==> src/rtl/game_pkg.sv <==
// Shared game definitions: FSM states, ball sprite size codes and the jump-animation table.
// The display path imports this package as well.
package game_pkg;

    typedef enum logic [2:0] {
        ST_IDLE,
        ST_PLAY,
        ST_FALL,
        ST_OVER,
        ST_WIN
    } game_state_e;

    // Sprite size codes; the display maps these to 62..92 px in 6 px steps
    localparam logic [2:0] BS_62 = 3'd0;
    localparam logic [2:0] BS_68 = 3'd1;
    localparam logic [2:0] BS_74 = 3'd2;
    localparam logic [2:0] BS_80 = 3'd3;
    localparam logic [2:0] BS_86 = 3'd4;
    localparam logic [2:0] BS_92 = 3'd5;

    localparam int JUMP_LEN = 10;

    // Jump arc: grow to the largest sprite and shrink back symmetrically
    function automatic logic [2:0] jump_code(input logic [3:0] idx);
        case (idx)
            4'd0, 4'd9: jump_code = BS_68;
            4'd1, 4'd8: jump_code = BS_74;
            4'd2, 4'd7: jump_code = BS_80;
            4'd3, 4'd6: jump_code = BS_86;
            4'd4, 4'd5: jump_code = BS_92;
            default:    jump_code = BS_68;
        endcase
    endfunction

endpackage

==> src/rtl/game_flow_ctrl_if.sv <==
// Player/physics/VGA signals seen by the game flow controller.
interface game_flow_ctrl_if;
    logic        vs;
    logic        start;
    logic        jump;
    logic        fail;
    logic [25:0] y_ball;
    logic [2:0]  ball_state;
    logic        run;
    logic        gameover;
    logic        victory;
    logic        frame_tick;

    modport master (
        output vs, start, jump, fail, y_ball,
        input  ball_state, run, gameover, victory, frame_tick
    );

    modport slave (
        input  vs, start, jump, fail, y_ball,
        output ball_state, run, gameover, victory, frame_tick
    );
endinterface

==> src/rtl/game_flow_ctrl_frame_sync.sv <==
// Brings the asynchronous active-low VGA vsync into clk and emits one tick per frame.
module frame_sync (
    input  logic clk,
    input  logic clrn,
    input  logic vs,
    output logic frame_tick
);
    logic vs_s1, vs_s2, vs_d;

    always_ff @(posedge clk or negedge clrn) begin
        if (!clrn) begin
            vs_s1      <= 1'b1;
            vs_s2      <= 1'b1;
            vs_d       <= 1'b1;
            frame_tick <= 1'b0;
        end else begin
            vs_s1      <= vs;
            vs_s2      <= vs_s1;
            vs_d       <= vs_s2;
            frame_tick <= vs_d & ~vs_s2;
        end
    end
endmodule

==> src/rtl/game_flow_ctrl.sv <==
// Game flow FSM: start/play/fall/over/win sequencing, jump animation and sprite size select.
module game_flow_ctrl
    import game_pkg::*;
#(
    parameter int unsigned WIN_Y           = 16000,
    parameter int unsigned FRAMES_PER_STEP = 3,
    parameter int unsigned FALL_FRAMES     = 30
) (
    input  logic             clk,
    input  logic             clrn,
    game_flow_ctrl_if.slave  bus
);
    localparam logic [25:0] WIN_THR   = 26'(WIN_Y);
    localparam logic [5:0]  STEP_LAST = 6'(FRAMES_PER_STEP - 1);
    localparam logic [5:0]  FALL_LAST = 6'(FALL_FRAMES - 1);
    localparam logic [3:0]  JUMP_LAST = 4'(JUMP_LEN - 1);

    game_state_e state, state_next;
    logic        frame_tick;
    logic        start_q, jump_q, armed;
    logic        start_edge, jump_edge;
    logic        anim_active;
    logic [3:0]  step;
    logic [5:0]  fcnt;
    logic [2:0]  ball_state;
    logic        gameover, victory;
    logic        win, fail_eff;

    frame_sync u_frame_sync (
        .clk        (clk),
        .clrn       (clrn),
        .vs         (bus.vs),
        .frame_tick (frame_tick)
    );

    // armed stays low for the first clock after reset so a held level is not seen as an edge
    always_ff @(posedge clk or negedge clrn) begin
        if (!clrn) begin
            start_q <= 1'b0;
            jump_q  <= 1'b0;
            armed   <= 1'b0;
        end else begin
            start_q <= bus.start;
            jump_q  <= bus.jump;
            armed   <= 1'b1;
        end
    end

    assign start_edge = armed & bus.start & ~start_q;
    assign jump_edge  = armed & bus.jump & ~jump_q;
    assign win        = bus.y_ball > WIN_THR;
    assign fail_eff   = bus.fail & ~anim_active;

    always_ff @(posedge clk or negedge clrn) begin
        if (!clrn) state <= ST_IDLE;
        else       state <= state_next;
    end

    always_comb begin
        state_next = state;
        case (state)
            ST_IDLE:         if (start_edge) state_next = ST_PLAY;
            ST_PLAY: begin
                if (win)           state_next = ST_WIN;
                else if (fail_eff) state_next = ST_FALL;
            end
            ST_FALL:         if (frame_tick && fcnt == FALL_LAST) state_next = ST_OVER;
            ST_OVER, ST_WIN: if (start_edge) state_next = ST_IDLE;
            default:         state_next = ST_IDLE;
        endcase
    end

    always_ff @(posedge clk or negedge clrn) begin
        if (!clrn) begin
            anim_active <= 1'b0;
            step        <= '0;
            fcnt        <= '0;
            ball_state  <= BS_68;
        end else if (state_next != state) begin
            anim_active <= 1'b0;
            step        <= '0;
            fcnt        <= '0;
            if (state_next inside {ST_IDLE, ST_PLAY, ST_FALL}) ball_state <= BS_68;
        end else begin
            case (state)
                ST_IDLE: ball_state <= BS_68;
                ST_PLAY: begin
                    if (!anim_active) begin
                        ball_state <= BS_68;
                        if (jump_edge) begin
                            anim_active <= 1'b1;
                            ball_state  <= jump_code(4'd0);
                        end
                    end else if (frame_tick) begin
                        if (fcnt == STEP_LAST) begin
                            fcnt <= '0;
                            if (step == JUMP_LAST) begin
                                anim_active <= 1'b0;
                                step        <= '0;
                                ball_state  <= BS_68;
                            end else begin
                                step       <= step + 4'd1;
                                ball_state <= jump_code(step + 4'd1);
                            end
                        end else begin
                            fcnt <= fcnt + 6'd1;
                        end
                    end
                end
                ST_FALL: begin
                    if (frame_tick) begin
                        ball_state <= BS_62;
                        if (fcnt != FALL_LAST) fcnt <= fcnt + 6'd1;
                    end
                end
                default: ;
            endcase
        end
    end

    always_ff @(posedge clk or negedge clrn) begin
        if (!clrn) begin
            gameover <= 1'b0;
            victory  <= 1'b0;
        end else begin
            gameover <= (state == ST_OVER);
            victory  <= (state == ST_WIN);
        end
    end

    assign bus.run        = (state == ST_PLAY);
    assign bus.ball_state = ball_state;
    assign bus.gameover   = gameover;
    assign bus.victory    = victory;
    assign bus.frame_tick = frame_tick;
endmodule

==> src/flat_wrapper.sv <==
// flat-port wrapper written by rule: the top's interface ports become plain ports
module game_flow_ctrl_flat import game_pkg::*;
#(
    parameter int unsigned WIN_Y           = 16000,
    parameter int unsigned FRAMES_PER_STEP = 3,
    parameter int unsigned FALL_FRAMES     = 30
)
  (clk, clrn, bus_vs, bus_start, bus_jump, bus_fail, bus_y_ball, bus_ball_state, bus_run, bus_gameover, bus_victory, bus_frame_tick);
  game_flow_ctrl_if bus_i ();
  input  logic clk;
  input  logic clrn;
  input wire logic [$bits(bus_i.vs)-1:0] bus_vs;
  input wire logic [$bits(bus_i.start)-1:0] bus_start;
  input wire logic [$bits(bus_i.jump)-1:0] bus_jump;
  input wire logic [$bits(bus_i.fail)-1:0] bus_fail;
  input wire logic [$bits(bus_i.y_ball)-1:0] bus_y_ball;
  output wire logic [$bits(bus_i.ball_state)-1:0] bus_ball_state;
  output wire logic [$bits(bus_i.run)-1:0] bus_run;
  output wire logic [$bits(bus_i.gameover)-1:0] bus_gameover;
  output wire logic [$bits(bus_i.victory)-1:0] bus_victory;
  output wire logic [$bits(bus_i.frame_tick)-1:0] bus_frame_tick;
  assign bus_i.vs = bus_vs;
  assign bus_i.start = bus_start;
  assign bus_i.jump = bus_jump;
  assign bus_i.fail = bus_fail;
  assign bus_i.y_ball = bus_y_ball;
  assign bus_ball_state = bus_i.ball_state;
  assign bus_run = bus_i.run;
  assign bus_gameover = bus_i.gameover;
  assign bus_victory = bus_i.victory;
  assign bus_frame_tick = bus_i.frame_tick;
  game_flow_ctrl #(.WIN_Y(WIN_Y), .FRAMES_PER_STEP(FRAMES_PER_STEP), .FALL_FRAMES(FALL_FRAMES)) u_core (.clk(clk), .clrn(clrn), .bus(bus_i));
endmodule
==> config.mk <==
export PLATFORM = sky130hd
export DESIGN_NAME = game_flow_ctrl_flat
export DESIGN_NICKNAME = d
export VERILOG_FILES = /design/src/rtl/game_pkg.sv /design/src/rtl/game_flow_ctrl_if.sv /design/src/rtl/game_flow_ctrl_frame_sync.sv /design/src/rtl/game_flow_ctrl.sv /design/src/flat_wrapper.sv
export SDC_FILE = /design/constraint.sdc
export NUM_CORES = 1
export LEC_CHECK = 0
export CORE_UTILIZATION = 30
export CTS_BUF_LIST = sky130_fd_sc_hd__clkbuf_16
export CTS_CLUSTER_DIAMETER = 40
export CTS_CLUSTER_SIZE = 10
export DETAILED_ROUTE_END_ITERATION = 8
export HOLD_SLACK_MARGIN = 0.1
export PLACE_DENSITY = 0.56
export SLEW_MARGIN = 20
export SYNTH_ARGS = -nofsm -noshare
export SYNTH_HDL_FRONTEND = slang
export SYNTH_HIERARCHICAL = 1
export SYNTH_SLANG_ARGS = --single-unit
export TNS_END_PERCENT = 50
==> constraint.sdc <==
create_clock -name clk -period 1.75 [get_ports clk]
set_input_delay 0.35 -clock clk [delete_from_list [all_inputs] [get_ports clk]]
set_output_delay 0.35 -clock clk [all_outputs]
set_load 0.03 [all_outputs]
; ---- Yosys cells after proc, flatten, opt, wreduce, memory -nomap -nowiden
; Memory sizes are Yosys's and may differ from the RTL's.
; Cells that the tools add are included.
; Widths: inputs -> output; s select.
[classes]
n_addsub = 2
n_mul = 0
n_div = 0
order_cmp = 1
n_eq_ne = 18
shift = 0
mux = 34
bitwise_logic = 10
n_reduce_logical = 14
[ops]
columns = op, count
row1 = $mux 3, 12
row2 = $mux 6, 6
row3 = $gt 26x14->1 const B, 1
row4 = $mux 4, 6
row5 = $pmux 3 s4, 1
row6 = $pmux 6 s2, 1
row7 = $reduce_and 5->1, 2
row8 = $eq 3x2->1 const B, 3
row9 = $ne 3x1->1 const B, 3
row10 = $pmux 3 s3, 1
row11 = $ne 4x4->1 const B, 2
row12 = $reduce_bool 2->1, 4
row13 = $mux 1, 7
row14 = $add 6x1->6 const B, 1
row15 = $and 1x1->1, 6
row16 = $eq 3x1->1 const B, 2
row17 = $eq 6x2->1 const B, 1
row18 = $eq 6x5->1 const B, 1
row19 = $logic_not 3->1, 2
row20 = $ne 6x5->1 const B, 1
row21 = $reduce_bool 3->1, 2
row22 = $add 4x1->4 const B, 1
row23 = $eq 4x4->1 const B, 1
row24 = $not 1->1, 4
row25 = other kinds (8), 8
[totals]
reg_bits = 26
latchBits = 0
ram_bits = 0
rom_bits = 48
input_bits = 32
out_inout_bits = 7
word_cells = 94
n_memories = 1
[mem_list]
columns = memory, words, word_bits, read_ports, rd_clocked_by_memory_dff, write_ports, line_no
row1 = (name not given), 16, 3, 1, 0, 0, game_pkg.sv:25  ; case (idx)

; ---- Logic depth before layout (Yosys ltp)
; Gate-level depths: netlist of the first run.
[depth]
depth_word = 9
ltp_mapped = 8
mapped_depth_nobuf = 8

; ---- By module
; The synthesis of the first run kept the hierarchy.
[modules_own_cells]
columns = module, n_inst, cells_each, area_per_inst_um2, seq_area_each_um2
row1 = game_flow_ctrl, 1, 163, 1461.4, 551.8
row2 = frame_sync, 1, 5, 117.6, 103.8

; ---- Worst setup path before layout of the first run
; No wires, ideal clock.
[synth_path]
kind = flip-flop to flip-flop
startpoint = register u_core.fcnt[1]
endpoint = register u_core.ball_state[1] (netlist: u_core/bus.ball_state[1])
setup_ns = 0.125
arrival_time_ns = 1.801
required_time_ns = 1.625
slack_ns = -0.176
path_stages_with_launch = 9
n_path_buf = 0
period_less_slack_ns = 1.926
path_cell_list = dfrtp_1 inv_1 ha_1 nand4b_1 o21ai_1 o211ai_1 a31oi_4 mux2_4 mux2_4
[synth_via]
elab_chain_len = 8
word_cells_on_any_way = 17
cone_classes = 9 x eq/ne / 3 x mux / 5 x reduce/logical
[synth_lines]
columns = item, line_no
row1 = "start, declared", game_flow_ctrl.sv:24  ; logic [5:0] fcnt;
row2 = "start signal, assigned", game_flow_ctrl.sv:106  ; fcnt <= fcnt + 6'd1;
row3 = "start signal, assigned", game_flow_ctrl.sv:113  ; if (fcnt != FALL_LAST) fcnt <= fcnt + 6'd1;
row4 = $eq 6x5->1, game_flow_ctrl.sv:67  ; ST_FALL: if (frame_tick && fcnt == FALL_LAST) state_next = ST_OVER;
row5 = $logic_and 1x1->1, game_flow_ctrl.sv:67
row6 = $mux 3, game_flow_ctrl.sv:67
row7 = $pmux 3 s4, game_flow_ctrl.sv:61  ; case (state)
row8 = $eq 3x1->1 (tied with other cells), game_flow_ctrl.sv:83  ; if (state_next inside {ST_IDLE, ST_PLAY, ST_FALL}) ball_state <= BS_68;
row9 = $reduce_bool 3->1, game_flow_ctrl.sv:83
row10 = $ne 2x2->1 (no source line), n/a
row11 = $reduce_and 5->1 (no source line), n/a
row12 = "end signal, assigned", game_flow_ctrl.sv:92  ; ball_state <= jump_code(4'd0);
row13 = "end signal, assigned", game_flow_ctrl.sv:103  ; ball_state <= jump_code(step + 4'd1);
row14 = "end, declared", game_flow_ctrl.sv:25  ; logic [2:0] ball_state;
; Several ways; a longest one is shown, not always the timed one.
; A chain may end at the register's enable or synchronous reset.

; ---- Final worst setup path of the first run
[layout_path]
startpoint = input bus_y_ball[6]
endpoint = register u_core.ball_state[2] (netlist: u_core/bus.ball_state[2])
[layout_via]
elab_chain_len = 7
word_cells_on_any_way = 15
cone_classes = 1 x order compare / 7 x eq/ne / 3 x mux / 4 x reduce/logical
[layout_lines]
columns = item, line_no
row1 = "start, declared", flat_wrapper.sv:16  ; input wire logic [$bits(bus_i.y_ball)-1:0] bus_y_ball;
row2 = $gt 26x14->1 (*), game_flow_ctrl.sv:51  ; assign win = bus.y_ball > WIN_THR;
row3 = $mux 3 (*), game_flow_ctrl.sv:64  ; if (win) state_next = ST_WIN;
row4 = $pmux 3 s4 (*), game_flow_ctrl.sv:61
row5 = $eq 3x1->1 (tied with other cells), game_flow_ctrl.sv:83
row6 = $reduce_bool 3->1, game_flow_ctrl.sv:83
row7 = $ne 2x2->1 (no source line), n/a
row8 = $reduce_and 5->1 (no source line), n/a
; Mark *: on every way between the ends. The rest lies on a longest branch, timed or not.

==> results.cfg, run 1 <==
[setup_path]
worst-path-stages = 7
slowest_stage = clkdlybuf4s50_1
path_buf_inv = 1
start_kind = primary input
crit_top_cell = mux2_4
max_stage_delay_ps = 420
critPathCaptureType = flip-flop
required_ps = 1900
crit_fanout = 3
path_class = primary input to flip-flop
crit_chain = clkdlybuf4s50_1 -> nor4_2 -> nand2_1 -> a21oi_4 -> a31oi_4 -> mux2_4 -> mux2_4
cp.arrival_ps = 2130
path_delay_family = multiplexers
reg2regPathDepth = 8

[cts]
numCtsBuffers = 3
cts_hold_buf = 0
cts_buffer_depth = 2
cts_root_buf = clkbuf_16
htreeDepth = 1
cts_tree = yes
insertion_delay_ps = 260
cts_sinks = 26
clk_pin_slew_ps = 60

[global_route]
grt_pass1_wl_um = 6160
antenna_found_initial = 0
grt_pass1_vias = 1422
grt_overflow_total = 0
met1_usage_pct = 17.2
grt_use_met2_pct = 26.6
met3_usage_pct = 2.85
grt_start_max_net_pins = 27
grt.busiest_layer = met2
grt_usage_pct = 14.8

[timing]
fin_hold_ws_ps = 357
hold_viol_final = 0
period_needed_ps = 1980
finalSetupTns_ps = -538
fmax_ghz = 0.505
maxSlewViolCount = 0
rsz0062_at_grt = true
fin_worst_skew_ps = 2.56
setup_slack_ps = -232
setup_viol = 3
fin_crit_sh_pct = 113

[synth]
ys.flop_type = dfrtp_1
synthArstFlopShare_pct = 100
syn_area_mm2 = 0.00158
yosysSeqAreaShare_pct = 41.5
yosys_warnings = 6
synth_seq_cells = 26
synth-edff-count = 0
synth_nets = 209
syn_area_per_cell_um2 = 9.40
synth_cell_type_count = 45
syn_inst = 168

[die]
fp.dieW_um = 74.6
initial_core_util_pct = 31.1
num_io_pins = 39
die_h_um = 74.6
dieArea_mm2 = 0.00556
core-area_mm2 = 0.00507
row_count = 26

[placed_design]
gp_congestion = 0.846
dp_hpwl_um = 2870
place_inst = 305
numPortBuffers = 38

[layout]
syn2layout_area_growth_pct = 59.0
final_layout_size_suffix_gt1_share_pct = 30.6
finish.net_count = 284
fin_cells = 312
antenna_cells = 0
fillers = 480
layout_common_cells = buf_4 (34), clkdlybuf4s50_1 (29), dfrtp_1 (22)
final_common_cell = buf_4

[routing]
detail-route-antenna-nets = 0
num_vias = 1436
avgViaCountPerCell = 4.60
wl_um = 3810
drc = 0
drt_iter0_drc = 26
wire_per_inst_um = 12.2
first_pass_iters = 4

[power_and_ir_drop]
max-vdd-ir-drop_v = 0.000519
p_per_area_mw_per_mm2 = 638
p_leak_nw = 1.07
power.total_w = 0.00160

[run_status]
status = complete, but fails checks
violations = setup timing

[flow_run]
cap_violations = 0

[worst_hold_path]
min_path_type = flip-flop to flip-flop
hold_depth = 0
-- layout make-up --
class	count	area, µm²	share of cell area [%]
flip-flops and latches	26	656	26.1
inverters	9	33.8	1.35
clock buffers	3	75.1	2.99
multi-input cells	129	972	38.7
clock inverters	1	30.0	1.20
well taps	70	87.6	3.49
repair buffers	74	657	26.2
-- per-stage QoR --
| stage | setup WS [ps] | util [%] | cell area (µm²) |
|---|---|---|---|
| 6_report | -232 | 49.5 | 2510 |
| 5_1_grt | -328 | 49.5 | 2510 |
| 4_1_cts | -259 | 47.6 | 2420 |
| 3_5_place_dp | -563 | 44.8 | 2270 |
| 3_3_place_gp | -544 | 44.8 | 2270 |
| 2_1_floorplan | -176 | - | 1580 |
-- layer usage --
| layer | vias up | share of wire (%) | wire, µm |
|---|---|---|---|
| met2 | 39 | 47 | 1770 |
| met5 | - | 0 | 0 |
| met3 | 5 | 6.6 | 251 |
| li1 | 740 | - | - |
| met1 | 652 | 45 | 1730 |
| met4 | 0 | 1.4 | 55 |
-- flip-flops by register name (all words and copies together), names as in the netlist --
register                        count
u_core/bus.victory                  1
u_core/step                         4
u_core/fcnt                         6
u_core/bus.gameover                 1
u_core/start_q                      1
u_core/bus.ball_state               3
u_core/u_frame_sync/frame_tick      1
u_core/state                        3
u_core/armed                        1
u_core/u_frame_sync/vs_s2           1
u_core/u_frame_sync/vs_d            1
u_core/jump_q                       1
u_core/u_frame_sync/vs_s1           1
u_core/anim_active                  1
-- synth_stat cells (all sizes together), types with 2 or more instances --
library cell	count	area (µm²)
nor2	23	93.8
dfrtp	22	551
o21ai	12	60.1
nand3	11	55.1
nand2	10	37.5
ha	9	113
inv	9	33.8
nor3	8	40.0
a21oi	6	41.3
xnor2	6	52.6
nor4	5	43.8
dfstp	4	105
mux2i	4	40.0
a31oi	3	33.8
mux2	3	45.0
nand4	3	18.8
nor2b	3	26.3
a22oi	2	15.0
and3	2	12.5
buf	2	10.0
clkbuf	2	7.51
nand2b	2	12.5
nand3b	2	15.0
-- worst reg2reg max path, delay by kind of cell (launching register included) --
kind | cells | cell delay (ps)
multiplexers | 2 | 640
AND/OR/NAND/NOR | 1 | 130
AO/OA/AOI/OAI | 3 | 490
buffers and inverters | 1 | 70
flip-flops | 1 | 380
adder cells (fa/ha/maj) | 1 | 130
-- power by group --
group / switching (W) / total, W / internal (W)
Clock: 0.000198 / 0.000653 / 0.000455
Sequential: 0.0000102 / 0.000638 / 0.000628
Combinational: 0.000134 / 0.000312 / 0.000177
-- cells by family after synthesis --
| family | share of synthesized area, % |
|---|---|
| adder cells (fa/ha/maj) | 7.13 |
| multiplexers | 5.39 |
| flip-flops | 41.5 |
| buffers and inverters | 3.25 |
| AND/OR/NAND/NOR | 25.5 |
| AO/OA/AOI/OAI | 13.1 |
| XOR/XNOR | 3.88 |
| other | 0.237 |
-- final timing paths --
kind / start / end / slack (ps)
worst max register to register: u_core/fcnt[1] / u_core/bus.ball_state[2] / -210
max in group asynchronous: clrn / u_core/u_frame_sync/vs_d / 1000
worst min-delay path: u_core/u_frame_sync/vs_s1 / u_core/u_frame_sync/vs_s2 / 360
worst min register to register: u_core/u_frame_sync/vs_s1 / u_core/u_frame_sync/vs_s2 / 360
worst max-delay path: bus_y_ball[6] / u_core/bus.ball_state[2] / -230
min in group asynchronous: clrn / u_core/fcnt[0] / 450
-- what timing repair did --
item	4_1_cts	5_1_grt
endpoints found under the setup margin	10	18
resized for setup	12	22
cloned	0	0
setup buffers	4	2
pin swaps	4	13
No activity file was read; power rests on OpenSTA's default activity.
==> run 2, diff against run 1 <==
--- a/config.mk
+++ b/config.mk
@@ -7,11 +7,11 @@
 export LEC_CHECK = 0
 export CORE_UTILIZATION = 30
 export CTS_BUF_LIST = sky130_fd_sc_hd__clkbuf_16
-export CTS_CLUSTER_DIAMETER = 40
 export CTS_CLUSTER_SIZE = 10
 export DETAILED_ROUTE_END_ITERATION = 8
 export HOLD_SLACK_MARGIN = 0.1
 export PLACE_DENSITY = 0.56
+export RECOVER_POWER = 50
 export SLEW_MARGIN = 20
 export SYNTH_ARGS = -nofsm -noshare
 export SYNTH_HDL_FRONTEND = slang
==> run 2 against run 1 <==
The run still ends with setup timing left. Cell count unchanged. Power is 0.15% lower. Register-to-register slack is essentially flat. Maximum frequency about the same. Sequential share of layout area is essentially flat. Clock power is essentially flat. Sequential power hardly changed. Via count stayed put. Critical path type unchanged. Critical endpoint unchanged. Largest cell class unchanged.
==> results.cfg, run 2 (synthesis results as in run 1) <==
[cts]
cts_buffer_depth = 2
clk_pin_slew_ps = 60
cts_hold_buf = 0
cts_root_buf = clkbuf_16
numCtsBuffers = 3
cts_sinks = 26
htreeDepth = 1
insertion_delay_ps = 260
cts_tree = yes

[layout]
reg_top3 = u_core/fcnt (6), u_core/step (4)
finish.net_count = 284
final_layout_size_suffix_gt1_share_pct = 30.2
final_util_pct = 49.4
largest_reg_flops = 6
final_common_cell = buf_4
regMostFlops = u_core/fcnt
layout_common_cells = buf_4 (33), clkdlybuf4s50_1 (26), dfrtp_1 (22)
syn2layout_area_growth_pct = 58.9
antenna_cells = 0

[timing]
maxSlewViolCount = 0
setup_viol = 3
hold_viol_final = 0
setup_slack_ps = -232
fmax_ghz = 0.505
worst_pin_slew_ps = 641
fin_worst_skew_ps = 2.59
slew_headroom_pct = 57.3
rsz0062_at_grt = true
fin_crit_sh_pct = 113
period_needed_ps = 1980

[setup_path]
critPathCaptureType = flip-flop
required_ps = 1900
crit_fanout = 3
ff2ff_setup_slack_ps = -210
r2r_start = u_core/fcnt[1]
cp.arrival_ps = 2130
reg2regPathDepth = 8
r2r_end = u_core/bus.ball_state[2]
path_class = primary input to flip-flop
start_kind = primary input
crit_path_start = bus_y_ball[6]

[routing]
met1_length_um = 1740
dr_wl_met2_um = 1770
wl_um = 3810
drc = 0
dr_wl_met3_um = 247
detail-route-antenna-nets = 0
avgViaCountPerCell = 4.60
first_pass_iters = 4
wire_per_inst_um = 12.2
drt_iter0_drc = 26
num_vias = 1436
top_layer_used = met4

[power_and_ir_drop]
max-vdd-ir-drop_v = 0.000519
p_leak_nw = 1.07
p_per_area_mw_per_mm2 = 638

[die]
row_count = 26
initial_core_util_pct = 31.1
die_h_um = 74.6
num_io_pins = 39
dieArea_mm2 = 0.00556
fp.dieW_um = 74.6
core-area_mm2 = 0.00507

[run_status]
violations = setup timing
status = complete, but fails checks

[worst_hold_path]
hold_path_end = u_core/u_frame_sync/vs_s2
hold_depth = 0
min_path_type = flip-flop to flip-flop
worstHoldStart = u_core/u_frame_sync/vs_s1

[flow_run]
cap_violations = 0

[placed_design]
gp_congestion = 0.846
place_ws_ps = -563
numPortBuffers = 38
dp_hpwl_um = 2870

[global_route]
grt_pass1_vias = 1422
grt_start_max_net_pins = 27
grt_overflow_total = 0
grt_pass1_wl_um = 6160
grt_usage_pct = 14.8
antenna_found_initial = 0
## run 2: changes by cell type in the layout (fill, tap and decap cells not counted)
cell | previous run | this run
dlygate4sd3_1 | 0 | 3
clkbuf_2 | 0 | 1
dfstp_1 | 0 | 1
clkdlybuf4s50_1 | 29 | 26
dfstp_2 | 4 | 3
buf_4 | 34 | 33
## run 2: layout make-up
| class | instances | area (µm²) |
|---|---|---|
| clock buffers | 3 | 75.1 |
| clock inverters | 1 | 30.0 |
| fillers | 479 | 2570 |
| inverters | 9 | 33.8 |
| multi-input cells | 129 | 972 |
| flip-flops and latches | 26 | 656 |
| well taps | 70 | 87.6 |
| repair buffers | 74 | 654 |
## run 2: power breakdown
| part | internal [W] | switching (W) | leakage, nW |
|---|---|---|---|
| Combinational | 0.000175 | 0.000135 | 0.682 |
| Clock | 0.000455 | 0.000198 | 0.0511 |
| Sequential | 0.000627 | 0.0000102 | 0.338 |
## run 2: per-layer routing
metal	vias to the layer above	global-route usage [%]
li1	740	-
met1	654	17.2
met2	37	26.6
met3	5	2.85
met4	0	5.66
met5	-	0
## run 2: critical path: stages
cell and delay [ps]:
clkdlybuf4s50_1 420, nor4_2 280, nand2_1 150, a21oi_4 200, a31oi_4 110, mux2_4 330
mux2_4 290
## run 2: worst max-delay path by stage
stage | cells after the start | to | slack [ps]
4_1_cts | 8 | u_core/bus.ball_state[2] | -260
6_report | 7 | u_core/bus.ball_state[2] | -230
3_5_place_dp | 7 | u_core/bus.ball_state[2] | -560
2_1_floorplan | 8 | u_core/bus.ball_state[1] | -180
3_3_place_gp | 7 | u_core/bus.ball_state[2] | -540
5_1_grt | 8 | u_core/bus.ball_state[1] | -330
## run 2: timing repair
item,in CTS,in global routing
hold endpoints to repair,0,0
setup buffers,4,2
pin swaps,4,13
setup endpoints to repair,10,18
gates resized for setup,12,22
## run 2: metrics by stage
| step | std cells | instance area, µm² | setup TNS (ps) | hold slack, ps | total power (W) |
|---|---|---|---|---|---|
| after floorplan | 168 | 1580 | -354 | 54.4 | 0.000778 |
| after global placement | 305 | 2270 | -4040 | 347 | 0.000950 |
| after detailed placement | 305 | 2270 | -4450 | 350 | 0.000951 |
| after CTS | 312 | 2420 | -655 | 359 | 0.00161 |
| after global routing | 312 | 2510 | -1140 | 374 | 0.00167 |
| final | 312 | 2510 | -538 | 362 | 0.00160 |
